--- config.mk ---
export PLATFORM = sky130hd
export DESIGN_NAME = calc_accum_bank
export DESIGN_NICKNAME = d
export VERILOG_FILES = /design/src/rtl/calc_pkg.sv /design/src/rtl/sat_acc.sv /design/src/rtl/calc_accum_bank.sv
export SDC_FILE = /design/constraint.sdc
export NUM_CORES = 1
export LEC_CHECK = 0
export CAP_MARGIN = 30
export CORE_ASPECT_RATIO = 1.75
export CORE_UTILIZATION = 60
export DETAILED_ROUTE_END_ITERATION = 8
export GPL_TIMING_DRIVEN = 1
export MAX_ROUTING_LAYER = met4
export PLACE_DENSITY_LB_ADDON = 0.3
export SETUP_SLACK_MARGIN = 0.5
export SYNTH_ARGS = -nofsm -noshare
export SYNTH_HDL_FRONTEND = slang
export SYNTH_SLANG_ARGS = --single-unit
export TNS_END_PERCENT = 20
--- constraint.sdc ---
create_clock -name clk -period 5.8 [get_ports clk]
set_input_delay 0.87 -clock clk [delete_from_list [all_inputs] [get_ports clk]]
set_output_delay 0.87 -clock clk [all_outputs]
set_load 0.01 [all_outputs]
--- src/rtl/calc_pkg.sv ---
// calc_pkg: definitions shared by the accumulator bank and the distance solver.
//   - calc_state_e : control states of calc_accum_bank
//   - CALC_*       : default field widths and bank geometry
//   - sat_sum_w    : width of the internal adder of a saturating field
package calc_pkg;

    typedef enum logic [1:0] {
        ST_IDLE  = 2'd0,
        ST_ACCUM = 2'd1,
        ST_FULL  = 2'd2,
        ST_DRAIN = 2'd3
    } calc_state_e;

    localparam int CALC_NBINS      = 4;
    localparam int CALC_G_W        = 3;
    localparam int CALC_G2_W       = 6;
    localparam int CALC_FG_W       = 6;
    localparam int CALC_GSUM_W     = 11;
    localparam int CALC_G2SUM_W    = 14;
    localparam int CALC_FGSUM_W    = 14;
    localparam int CALC_PLACE_W    = 8;
    localparam int CALC_PLACE_STEP = 16;
    localparam int CALC_DROP_W     = 8;

    // The adder is one bit wider than the field; its carry-out flags overflow.
    function automatic int sat_sum_w(input int w);
        return w + 1;
    endfunction

endpackage

--- src/rtl/sat_acc.sv ---
// sat_acc: one saturating accumulator field with a sticky saturation flag.
//   clk, rst_n : clock, asynchronous active-low reset
//   clr        : synchronous clear of value and flag (wins over en)
//   en         : add din into the field this cycle
//   din        : unsigned addend (IN_W bits, IN_W <= W)
//   acc, sat   : registered value and sticky saturation flag
//   acc_nxt, sat_nxt : the values that will be registered at the next edge
module sat_acc
    import calc_pkg::*;
#(
    parameter int W    = CALC_GSUM_W,
    parameter int IN_W = CALC_G_W
) (
    input  logic            clk,
    input  logic            rst_n,
    input  logic            clr,
    input  logic            en,
    input  logic [IN_W-1:0] din,
    output logic [W-1:0]    acc,
    output logic            sat,
    output logic [W-1:0]    acc_nxt,
    output logic            sat_nxt
);
    localparam int SUM_W = sat_sum_w(W);

    logic [SUM_W-1:0] sum_s;
    logic [W-1:0]     acc_r;
    logic             sat_r;

    // Next-value logic: width-extended add, clamp to all-ones on carry-out.
    always_comb begin
        sum_s   = {1'b0, acc_r} + SUM_W'(din);
        acc_nxt = acc_r;
        sat_nxt = sat_r;
        if (clr) begin
            acc_nxt = {W{1'b0}};
            sat_nxt = 1'b0;
        end else if (en) begin
            if (sum_s[W]) begin
                acc_nxt = {W{1'b1}};
                sat_nxt = 1'b1;
            end else begin
                acc_nxt = sum_s[W-1:0];
                sat_nxt = sat_r;
            end
        end else begin
            acc_nxt = acc_r;
            sat_nxt = sat_r;
        end
    end

    // Field register.
    always_ff @(posedge clk or negedge rst_n) begin
        if (!rst_n) begin
            acc_r <= {W{1'b0}};
            sat_r <= 1'b0;
        end else begin
            acc_r <= acc_nxt;
            sat_r <= sat_nxt;
        end
    end

    assign acc = acc_r;
    assign sat = sat_r;

endmodule

--- src/rtl/calc_accum_bank.sv ---
// calc_accum_bank: NBINS-bin saturating g / g^2 / f*g accumulator with
// a valid/ready readout stream tagged by place.
//   start, startplace      : clear bank, latch place of bin 0, begin accumulating
//   sample_valid, gdata, g2data, fgdata : per-sample inputs
//   bin_adv                : advance to next bin (last bin -> FULL)
//   flush                  : begin readout of all bins
//   out_valid/out_ready    : result handshake; gsum, g2sum, fgsum, place,
//                            sat, out_last describe the current bin
//   busy                   : not idle
//   drop_cnt               : samples discarded since start (saturating)
module calc_accum_bank
    import calc_pkg::*;
#(
    parameter int NBINS      = CALC_NBINS,
    parameter int G_W        = CALC_G_W,
    parameter int G2_W       = CALC_G2_W,
    parameter int FG_W       = CALC_FG_W,
    parameter int GSUM_W     = CALC_GSUM_W,
    parameter int G2SUM_W    = CALC_G2SUM_W,
    parameter int FGSUM_W    = CALC_FGSUM_W,
    parameter int PLACE_W    = CALC_PLACE_W,
    parameter int PLACE_STEP = CALC_PLACE_STEP,
    parameter int DROP_W     = CALC_DROP_W
) (
    input  logic               clk,
    input  logic               rst_n,
    input  logic               start,
    input  logic [PLACE_W-1:0] startplace,
    input  logic               sample_valid,
    input  logic [G_W-1:0]     gdata,
    input  logic [G2_W-1:0]    g2data,
    input  logic [FG_W-1:0]    fgdata,
    input  logic               bin_adv,
    input  logic               flush,
    output logic               out_valid,
    input  logic               out_ready,
    output logic [GSUM_W-1:0]  gsum,
    output logic [G2SUM_W-1:0] g2sum,
    output logic [FGSUM_W-1:0] fgsum,
    output logic [PLACE_W-1:0] place,
    output logic               sat,
    output logic               out_last,
    output logic               busy,
    output logic [DROP_W-1:0]  drop_cnt
);
    localparam int PTR_W = $clog2(NBINS);
    localparam logic [PTR_W-1:0] LAST_PTR = PTR_W'(NBINS - 1);

    calc_state_e        state_r;
    logic [PTR_W-1:0]   ptr_r;
    logic [PTR_W-1:0]   idx_r;
    logic [PTR_W-1:0]   tgt_s;
    logic [PTR_W-1:0]   nxt_idx_s;
    logic               last_adv_s;
    logic               accum_s;
    logic               drop_s;
    logic               enter_drain_s;
    logic [PLACE_W-1:0] base_r;
    logic [PLACE_W-1:0] place_r;
    logic [DROP_W-1:0]  drop_cnt_r;
    logic               out_valid_r;
    logic               out_last_r;
    logic               sat_r;
    logic               busy_r;
    logic [GSUM_W-1:0]  gsum_r;
    logic [G2SUM_W-1:0] g2sum_r;
    logic [FGSUM_W-1:0] fgsum_r;

    logic [GSUM_W-1:0]  g_acc_s  [NBINS];
    logic [GSUM_W-1:0]  g_nxt_s  [NBINS];
    logic [G2SUM_W-1:0] g2_acc_s [NBINS];
    logic [G2SUM_W-1:0] g2_nxt_s [NBINS];
    logic [FGSUM_W-1:0] fg_acc_s [NBINS];
    logic [FGSUM_W-1:0] fg_nxt_s [NBINS];
    logic [NBINS-1:0]   en_s;
    logic [NBINS-1:0]   g_sat_s,  g2_sat_s,  fg_sat_s;
    logic [NBINS-1:0]   g_satn_s, g2_satn_s, fg_satn_s;
    logic [NBINS-1:0]   bin_sat_s;
    logic [NBINS-1:0]   bin_satn_s;

    // Bin targeted by this cycle's sample: a simultaneous bin_adv moves the
    // sample into the next bin; advancing past the last bin leaves no target.
    always_comb begin
        tgt_s      = ptr_r;
        last_adv_s = 1'b0;
        if ((state_r == ST_ACCUM) && bin_adv) begin
            if (ptr_r == LAST_PTR) begin
                last_adv_s = 1'b1;
            end else begin
                tgt_s = ptr_r + PTR_W'(1);
            end
        end else begin
            tgt_s = ptr_r;
        end
    end

    assign accum_s       = !start && sample_valid && (state_r == ST_ACCUM) && !last_adv_s;
    assign drop_s        = !start && sample_valid && ((state_r == ST_FULL) || last_adv_s);
    assign enter_drain_s = !start && flush && ((state_r == ST_ACCUM) || (state_r == ST_FULL));
    assign nxt_idx_s     = idx_r + PTR_W'(1);
    assign bin_sat_s     = g_sat_s | g2_sat_s | fg_sat_s;
    assign bin_satn_s    = g_satn_s | g2_satn_s | fg_satn_s;

    for (genvar b = 0; b < NBINS; b++) begin : g_bin
        assign en_s[b] = accum_s && (tgt_s == PTR_W'(b));

        sat_acc #(.W(GSUM_W), .IN_W(G_W)) u_g (
            .clk(clk), .rst_n(rst_n), .clr(start), .en(en_s[b]), .din(gdata),
            .acc(g_acc_s[b]), .sat(g_sat_s[b]),
            .acc_nxt(g_nxt_s[b]), .sat_nxt(g_satn_s[b])
        );
        sat_acc #(.W(G2SUM_W), .IN_W(G2_W)) u_g2 (
            .clk(clk), .rst_n(rst_n), .clr(start), .en(en_s[b]), .din(g2data),
            .acc(g2_acc_s[b]), .sat(g2_sat_s[b]),
            .acc_nxt(g2_nxt_s[b]), .sat_nxt(g2_satn_s[b])
        );
        sat_acc #(.W(FGSUM_W), .IN_W(FG_W)) u_fg (
            .clk(clk), .rst_n(rst_n), .clr(start), .en(en_s[b]), .din(fgdata),
            .acc(fg_acc_s[b]), .sat(fg_sat_s[b]),
            .acc_nxt(fg_nxt_s[b]), .sat_nxt(fg_satn_s[b])
        );
    end

    // Dropped-sample counter, saturating at all-ones, cleared by start.
    always_ff @(posedge clk or negedge rst_n) begin
        if (!rst_n) begin
            drop_cnt_r <= {DROP_W{1'b0}};
        end else if (start) begin
            drop_cnt_r <= {DROP_W{1'b0}};
        end else if (drop_s && (drop_cnt_r != {DROP_W{1'b1}})) begin
            drop_cnt_r <= drop_cnt_r + DROP_W'(1);
        end
    end

    // Control FSM and registered result port.
    // Bin 0 is loaded from its next value on flush so that a sample arriving
    // in the flush cycle is included; during DRAIN the bins are frozen, so
    // later bins are read from their registered values.
    always_ff @(posedge clk or negedge rst_n) begin
        if (!rst_n) begin
            state_r     <= ST_IDLE;
            ptr_r       <= {PTR_W{1'b0}};
            idx_r       <= {PTR_W{1'b0}};
            base_r      <= {PLACE_W{1'b0}};
            place_r     <= {PLACE_W{1'b0}};
            out_valid_r <= 1'b0;
            out_last_r  <= 1'b0;
            sat_r       <= 1'b0;
            busy_r      <= 1'b0;
            gsum_r      <= {GSUM_W{1'b0}};
            g2sum_r     <= {G2SUM_W{1'b0}};
            fgsum_r     <= {FGSUM_W{1'b0}};
        end else if (start) begin
            state_r     <= ST_ACCUM;
            ptr_r       <= {PTR_W{1'b0}};
            idx_r       <= {PTR_W{1'b0}};
            base_r      <= startplace;
            place_r     <= {PLACE_W{1'b0}};
            out_valid_r <= 1'b0;
            out_last_r  <= 1'b0;
            sat_r       <= 1'b0;
            busy_r      <= 1'b1;
            gsum_r      <= {GSUM_W{1'b0}};
            g2sum_r     <= {G2SUM_W{1'b0}};
            fgsum_r     <= {FGSUM_W{1'b0}};
        end else if (enter_drain_s) begin
            state_r     <= ST_DRAIN;
            idx_r       <= {PTR_W{1'b0}};
            out_valid_r <= 1'b1;
            out_last_r  <= (LAST_PTR == {PTR_W{1'b0}});
            gsum_r      <= g_nxt_s[0];
            g2sum_r     <= g2_nxt_s[0];
            fgsum_r     <= fg_nxt_s[0];
            sat_r       <= bin_satn_s[0];
            place_r     <= base_r;
        end else begin
            case (state_r)
                ST_ACCUM: begin
                    if (last_adv_s) begin
                        state_r <= ST_FULL;
                    end else begin
                        ptr_r <= tgt_s;
                    end
                end
                ST_DRAIN: begin
                    if (out_valid_r && out_ready) begin
                        if (out_last_r) begin
                            state_r     <= ST_IDLE;
                            out_valid_r <= 1'b0;
                            out_last_r  <= 1'b0;
                            busy_r      <= 1'b0;
                        end else begin
                            idx_r      <= nxt_idx_s;
                            gsum_r     <= g_acc_s[nxt_idx_s];
                            g2sum_r    <= g2_acc_s[nxt_idx_s];
                            fgsum_r    <= fg_acc_s[nxt_idx_s];
                            sat_r      <= bin_sat_s[nxt_idx_s];
                            place_r    <= place_r + PLACE_W'(PLACE_STEP);
                            out_last_r <= (nxt_idx_s == LAST_PTR);
                        end
                    end
                end
                ST_IDLE, ST_FULL: begin
                    state_r <= state_r;
                end
                default: begin
                    state_r     <= ST_IDLE;
                    out_valid_r <= 1'b0;
                    out_last_r  <= 1'b0;
                    busy_r      <= 1'b0;
                end
            endcase
        end
    end

    assign out_valid = out_valid_r;
    assign out_last  = out_last_r;
    assign gsum      = gsum_r;
    assign g2sum     = g2sum_r;
    assign fgsum     = fgsum_r;
    assign place     = place_r;
    assign sat       = sat_r;
    assign busy      = busy_r;
    assign drop_cnt  = drop_cnt_r;

endmodule

Word-level counts from Yosys, hierarchy flattened
Cells that the tools add are included.
{"block": "totals", "regBits": 241, "elab_cells": 254, "in_bits": 30}
{"block": "classes", "n_reduce_logical": 37, "bitwise": 5, "mux": 141, "magnitude_cmp": 2, "eq_ne": 16, "addsub": 16}
{"operator": "14-bit 2-to-1 mux", "count": 38}
{"operator": "11-bit 2-to-1 mux", "count": 19}
{"operator": "14-bit by 6-bit adder with 15-bit output", "count": 8}
{"operator": "14-bit binary-select mux with 2-bit select", "count": 2}
{"operator": "1-bit 2-to-1 mux", "count": 56}
{"operator": "8-bit 2-to-1 mux", "count": 7}
{"operator": "11-bit by 3-bit adder with 12-bit output", "count": 4}
{"operator": "2-bit 2-to-1 mux", "count": 16}
{"operator": "11-bit binary-select mux with 2-bit select", "count": 1}
{"operator": "2-bit nonzero test", "count": 8}
{"operator": "1-bit logical AND", "count": 13}
{"operator": "2-bit == test (second input constant)", "count": 6}
{"operator": "4-bit inequality test (second input constant)", "count": 3}
{"operator": "3-bit AND reduction", "count": 3}
{"operator": "3-bit nonzero test", "count": 3}
{"operator": "8-bit by 1-bit adder with 8-bit output (second input constant)", "count": 1}
{"operator": "8-bit by 5-bit adder with 8-bit output (second input constant)", "count": 1}
{"operator": "8-bit inequality test (second input constant)", "count": 1}
{"operator": "4-bit OR", "count": 2}
{"operator": "4-bit AND reduction", "count": 2}
{"operator": "3-bit inequality test (second input constant)", "count": 2}
{"operator": "2-bit by 1-bit adder with 2-bit output (second input constant)", "count": 2}
{"operator": "2-bit by 1-bit == test with 1-bit output (second input constant)", "count": 2}
{"operator": "2-bit zero test", "count": 2}
{"operator": "11 further kinds", "count": 15}

Depth between registers and ports, before layout
{"block": "logic_depth", "depth_word": 12, "depth_mapped": 10, "mapped_depth_nobuf": 8}

Hierarchy
Synthesis repeated with hierarchy kept, for this count alone.
{"block": "unflattened", "hier_cells": 1536, "hier_area_um2": 15100.7}
{"module": "sat_acc at g_bin[0].u_fg ...", "seq_area_each_um2": 375.4, "cells_each": 100, "area_each_um2": 937.1, "n_inst": 5}
{"module": "calc_accum_bank", "seq_area_each_um2": 1826.8, "cells_each": 449, "area_each_um2": 4649.5, "n_inst": 1}
{"module": "sat_acc at g_bin[2].u_g2 ...", "seq_area_each_um2": 375.4, "cells_each": 105, "area_each_um2": 987.2, "n_inst": 2}
{"module": "sat_acc at g_bin[0].u_g ...", "seq_area_each_um2": 300.3, "cells_each": 69, "area_each_um2": 704.4, "n_inst": 2}
{"module": "sat_acc at g_bin[3].u_g2", "seq_area_each_um2": 375.4, "cells_each": 104, "area_each_um2": 989.7, "n_inst": 1}
{"module": "sat_acc at g_bin[2].u_g", "seq_area_each_um2": 300.3, "cells_each": 67, "area_each_um2": 703.2, "n_inst": 1}
{"module": "sat_acc at g_bin[3].u_g", "seq_area_each_um2": 300.3, "cells_each": 68, "area_each_um2": 689.4, "n_inst": 1}

Worst setup path after synthesis
OpenSTA, ideal clock, no wires.
{"block": "synth_timing", "kind": "input to register", "from": "input g2data[0]", "to": "register g2sum_r[5] (netlist: g2sum[5])", "arrival_time_ns": 2.673, "stages": 7, "slack_ns": 3.005, "cell_sequence": "ha_1 > fa_1 > a21o_1 > a31oi_1 > o31ai_4 > o221a_2 > a2bb2oi_1"}
{"item": "start: declaration", "line": "calc_accum_bank.sv:31", "rtl": "input logic [G2_W-1:0] g2data,"}
{"item": "end signal: assignment", "line": "calc_accum_bank.sv:151", "rtl": "g2sum_r <= {G2SUM_W{1'b0}};"}
{"item": "end signal: assignment", "line": "calc_accum_bank.sv:164", "rtl": "g2sum_r <= {G2SUM_W{1'b0}};"}
{"item": "end signal: assignment", "line": "calc_accum_bank.sv:172", "rtl": "g2sum_r <= g2_nxt_s[0];"}
{"item": "end: declaration", "line": "calc_accum_bank.sv:66", "rtl": "logic [G2SUM_W-1:0] g2sum_r;"}

==> impl_summary.txt <==
----------------------------------------------------
[Layout]
  Net count reported at finish ... 1707
  Number of filler cells placed in the layout ... 1886
  Relative area change from synthesis to final layout ... 12.3%
  Area taken by flip-flops and latches ... 6030 sq um
  Share of layout cells above drive strength 1 ... 9.54%
  Post-layout util ... 68.8%
  Antenna cell count ... 0
  Count of placed standard cells in the final layout, fillers left out ... 1926
  Area of the multi-input gates ... 8640 sq um

[Timing]
  Final TNS setup ... 0 ps
  Minimum clock period ... 3320 ps
  Setup skew after layout ... 23.8 ps
  RSZ-0062 raised after global routing ... false
  Slew Limit Headroom ... 30.8%
  Final slew viol count ... 0
  Ratio of final minimum period to clock period ... 57.3%
  Hold Worst Slack ... 339 ps
  Slew at the pin closest to its max-slew limit ... 1030 ps
  Setup-violating endpoint count in the final report ... 0
  Final hold violation count ... 0
  Timing-limited maximum frequency ... 0.301 GHz

[Logic synthesis]
  Leading post-synthesis cells by cell area ... dfrtp_1, mux4_2, ha_1, o21ai_0, nor2_1
  Arithmetic-cell share of the synthesized area counting full adders, half adders and majority gates ... 7.20%
  Seq cells post-synth ... 241
  Post-synthesis mux area share ... 9.46%
  Area of the mapped netlist ... 15100 sq um
  Leading area contributor after synthesis ... dfrtp_1
  Share of the synthesized netlist area taken by xor and xnor gates ... 3.76%
  Top post-synthesis cells by count ... dfrtp_1, nor2_1, o21ai_0
  Area share of the leading cell type in the synthesized netlist ... 39.8%
  Compound-cell area share of the yosys netlist ... 19.0%
  Synthesized area per cell ... 9.76 sq um
  Share of synthesized area occupied by flip-flops and latches ... 39.8%
  Count leader, synth ... dfrtp_1
  Number of enable-type register cells in the synthesized netlist ... 0
  Share of flip-flops with an asynchronous set or reset ... 100%
  Commonest register cell after synthesis ... dfrtp_1
  Cells after synthesis ... 1552
  Post-synthesis cell type count ... 74
  Main combinational cell family by area after synthesis ... compound AO/OA/AOI/OAI gates
  Post-synthesis share of cell area spent on and, or, nand and nor gates ... 17.6%
  Synth warnings ... 0
  Nets in the synthesized netlist ... 1662

[Power]
  Internal power ... 3.37 mW
  Share of power burned in the clock network ... 31.3%
  Leakage component of the power ... 7.33 nW
  Sw frac ... 32.9%
  Cell Pwr Density ... 296 nW/um^2
  Share of total power in combinational logic ... 28.5%
  Maximum VDD drop ... 0.252 mV
  Net switching component of the power ... 1.65 mW
  Portion of total power attributed to sequential cells ... 40.2%

[Die]
  Number of placed I/O pins ... 89
  Area of the die ... 25900 sq um
  Count of standard-cell rows ... 76
  Starting density of the core ... 61.3%
  Core ar. ... 24700 sq um
  Horizontal die dimension ... 122 um
  Die Height ... 212 um

[Route]
  Detailed-routing iteration count for the pre-antenna-repair pass ... 5
  Routed vias/inst ... 6.88
  Wire length per cell ... 22.2 um
  Detailed router's first-iteration violation count ... 1299
  Remaining number of nets flagged by the antenna check after routing ... 0
  Via Count ... 13252
  Post-detailed-routing wire length ... 42.7 mm
  DR DRC count ... 0

[Clock network]
  Clock-pin slew of the registers on the worst-case setup and hold paths ... 60 ps
  CTS tree ... done
  Clock latency at the later pin of the worst-skew pair ... 550 ps
  Post-cts resize count ... 0
  CTS H-tree depth ... 1
  Maximum buffer depth of the clock tree ... 3
  Buffers inserted by post-CTS timing repair ... 0
  Library cell used as clock root buffer ... clkbuf_16
  CTS hold repair buffers ... 0
  Clock sinks ... 241
  Number of CTS-inserted buffers ... 24

[Min path]
  Tightest Hold Check Type ... in -> async

[Critical path]
  Critical path class ... in -> reg
  Arrival time reported for the critical path endpoint ... 3740 ps
  Max FO, Critical Path ... 8
  Type of element launching the critical path ... primary input
  Critical Path End Type ... flop
  R2R Setup Slk ... 2910 ps
  CP Data Required Time ... 6220 ps

[Placed design]
  Estimated wirelength of the detail-placed design ... 30.1 mm
  Count of port buffers added during placement ... 88
  Number of cells in the design after placement ... 1883
  Final RePlAce weighted congestion ... 0.944

[GRT]
  Initial antenna violation count ... 0
  First-pass GRT wire length ... 69.2 mm
  GRT overflow ... 0
  Via count of the first global-routing pass ... 13423
  All-layer global routing usage ... 35.4%
  Maximum number of pins on one net before global-route repair ... 116

[Outcome]
  Outcome ... finished clean

[Flow run]
  Number of maximum-capacitance violations ... 0

----------------------------------------------------
## cell usage in the layout, fill, tap and decap left out, types with 41 or more instances in the layout
cell	n
a21oi_1	95
clkdlybuf4s50_1	86
dfrtp_1	240
ha_1	67
nand2_1	108
nand3_1	73
nor2_1	130
nor3_1	41
o211ai_1	43
o21ai_0	118
## flip-flops by register name (all words and copies together) (netlist names), 4 cells and up
signal	flops
g_bin.u_fg.acc	56
g_bin.u_g2.acc	56
g_bin.u_g.acc	44
fgsum	14
g2sum	14
gsum	11
base_r	8
drop_cnt	8
place	8
g_bin.u_fg.sat	4
g_bin.u_g.sat	4
g_bin.u_g2.sat	4
## cell type report
class / count / share of cell area, %
clock buffers: 38 / 4.19
clock inverters: 5 / 0.361
inverters: 29 / 0.648
multi-input cells: 1193 / 50.8
flip-flops and latches: 241 / 35.5
well taps: 312 / 2.30
repair buffers: 108 / 6.22
## metrics by stage
| stage | worst slack [ps] | power [mW] | area, sq um |
|---|---|---|---|
| 2_1_floorplan | 3000 | 2.86 | 15100 |
| 3_3_place_gp | 2000 | 3.41 | 16200 |
| 3_5_place_dp | 1950 | 3.47 | 16200 |
| 4_1_cts | 2530 | 5.03 | 17000 |
| 5_1_grt | 2250 | 5.25 | 17000 |
| 6_report | 2480 | 5.03 | 17000 |
## cell families (layout without fill, tap and decap cells)
family / Yosys count / after routing
and+or+nand+nor: 521 / 521
AOI/OAI and AO/OA: 436 / 436
DFF: 241 / 241
buffers and inverters: 118 / 180
muxes: 91 / 91
adders and majority gates: 80 / 80
xor gates and xnor gates: 65 / 65
## worst max-delay path: stages
cell and delay [ps]:
clkdlybuf4s50_1 660, fa_1 570, a21o_1 220, a31oi_1 760
o31ai_4 220, o221a_2 310, a2bb2oi_1 140
## routing by layer
layer / up-vias / share of wire (%) / global-route usage [%]
met5: - / 0 / -
met4: 0 / 6.3 / 22.0
met3: 175 / 6.3 / 4.72
met2: 610 / 51 / 59.9
met1: 6522 / 36 / 39.1
li1: 5945 / - / -
## worst paths after layout
path / cells after the start / start / endpoint
max: 7 / g2data[1] / g2sum[5]$_DFFE_PN0P_
min: 1 / rst_n / g_bin[3].u_fg.acc[1]$_DFFE_PN0P_
max reg2reg: 8 / state_r[1]$_DFFE_PN0P_ / g_bin[1].u_g.sat$_DFFE_PN0P_
min reg2reg: 2 / g_bin[0].u_g.sat$_DFF_PN0_ / g_bin[0].u_g.sat$_DFF_PN0_
max in group asynchronous: 2 / rst_n / idx_r[0]$_DFFE_PN0P_
min in group clk: 2 / g_bin[0].u_g.sat$_DFF_PN0_ / g_bin[0].u_g.sat$_DFF_PN0_
## power groups by stage
stage / logic (mW) / registers, mW / clock network, mW
final: 1.43 / 2.02 / 1.57
after global routing: 1.56 / 2.04 / 1.64
after CTS: 1.43 / 2.02 / 1.58
after detailed placement: 1.42 / 2.05 / 0
after global placement: 1.37 / 2.04 / 0
after floorplan: 0.811 / 2.05 / 0
Note: power is estimated with default switching activity, not from simulation.
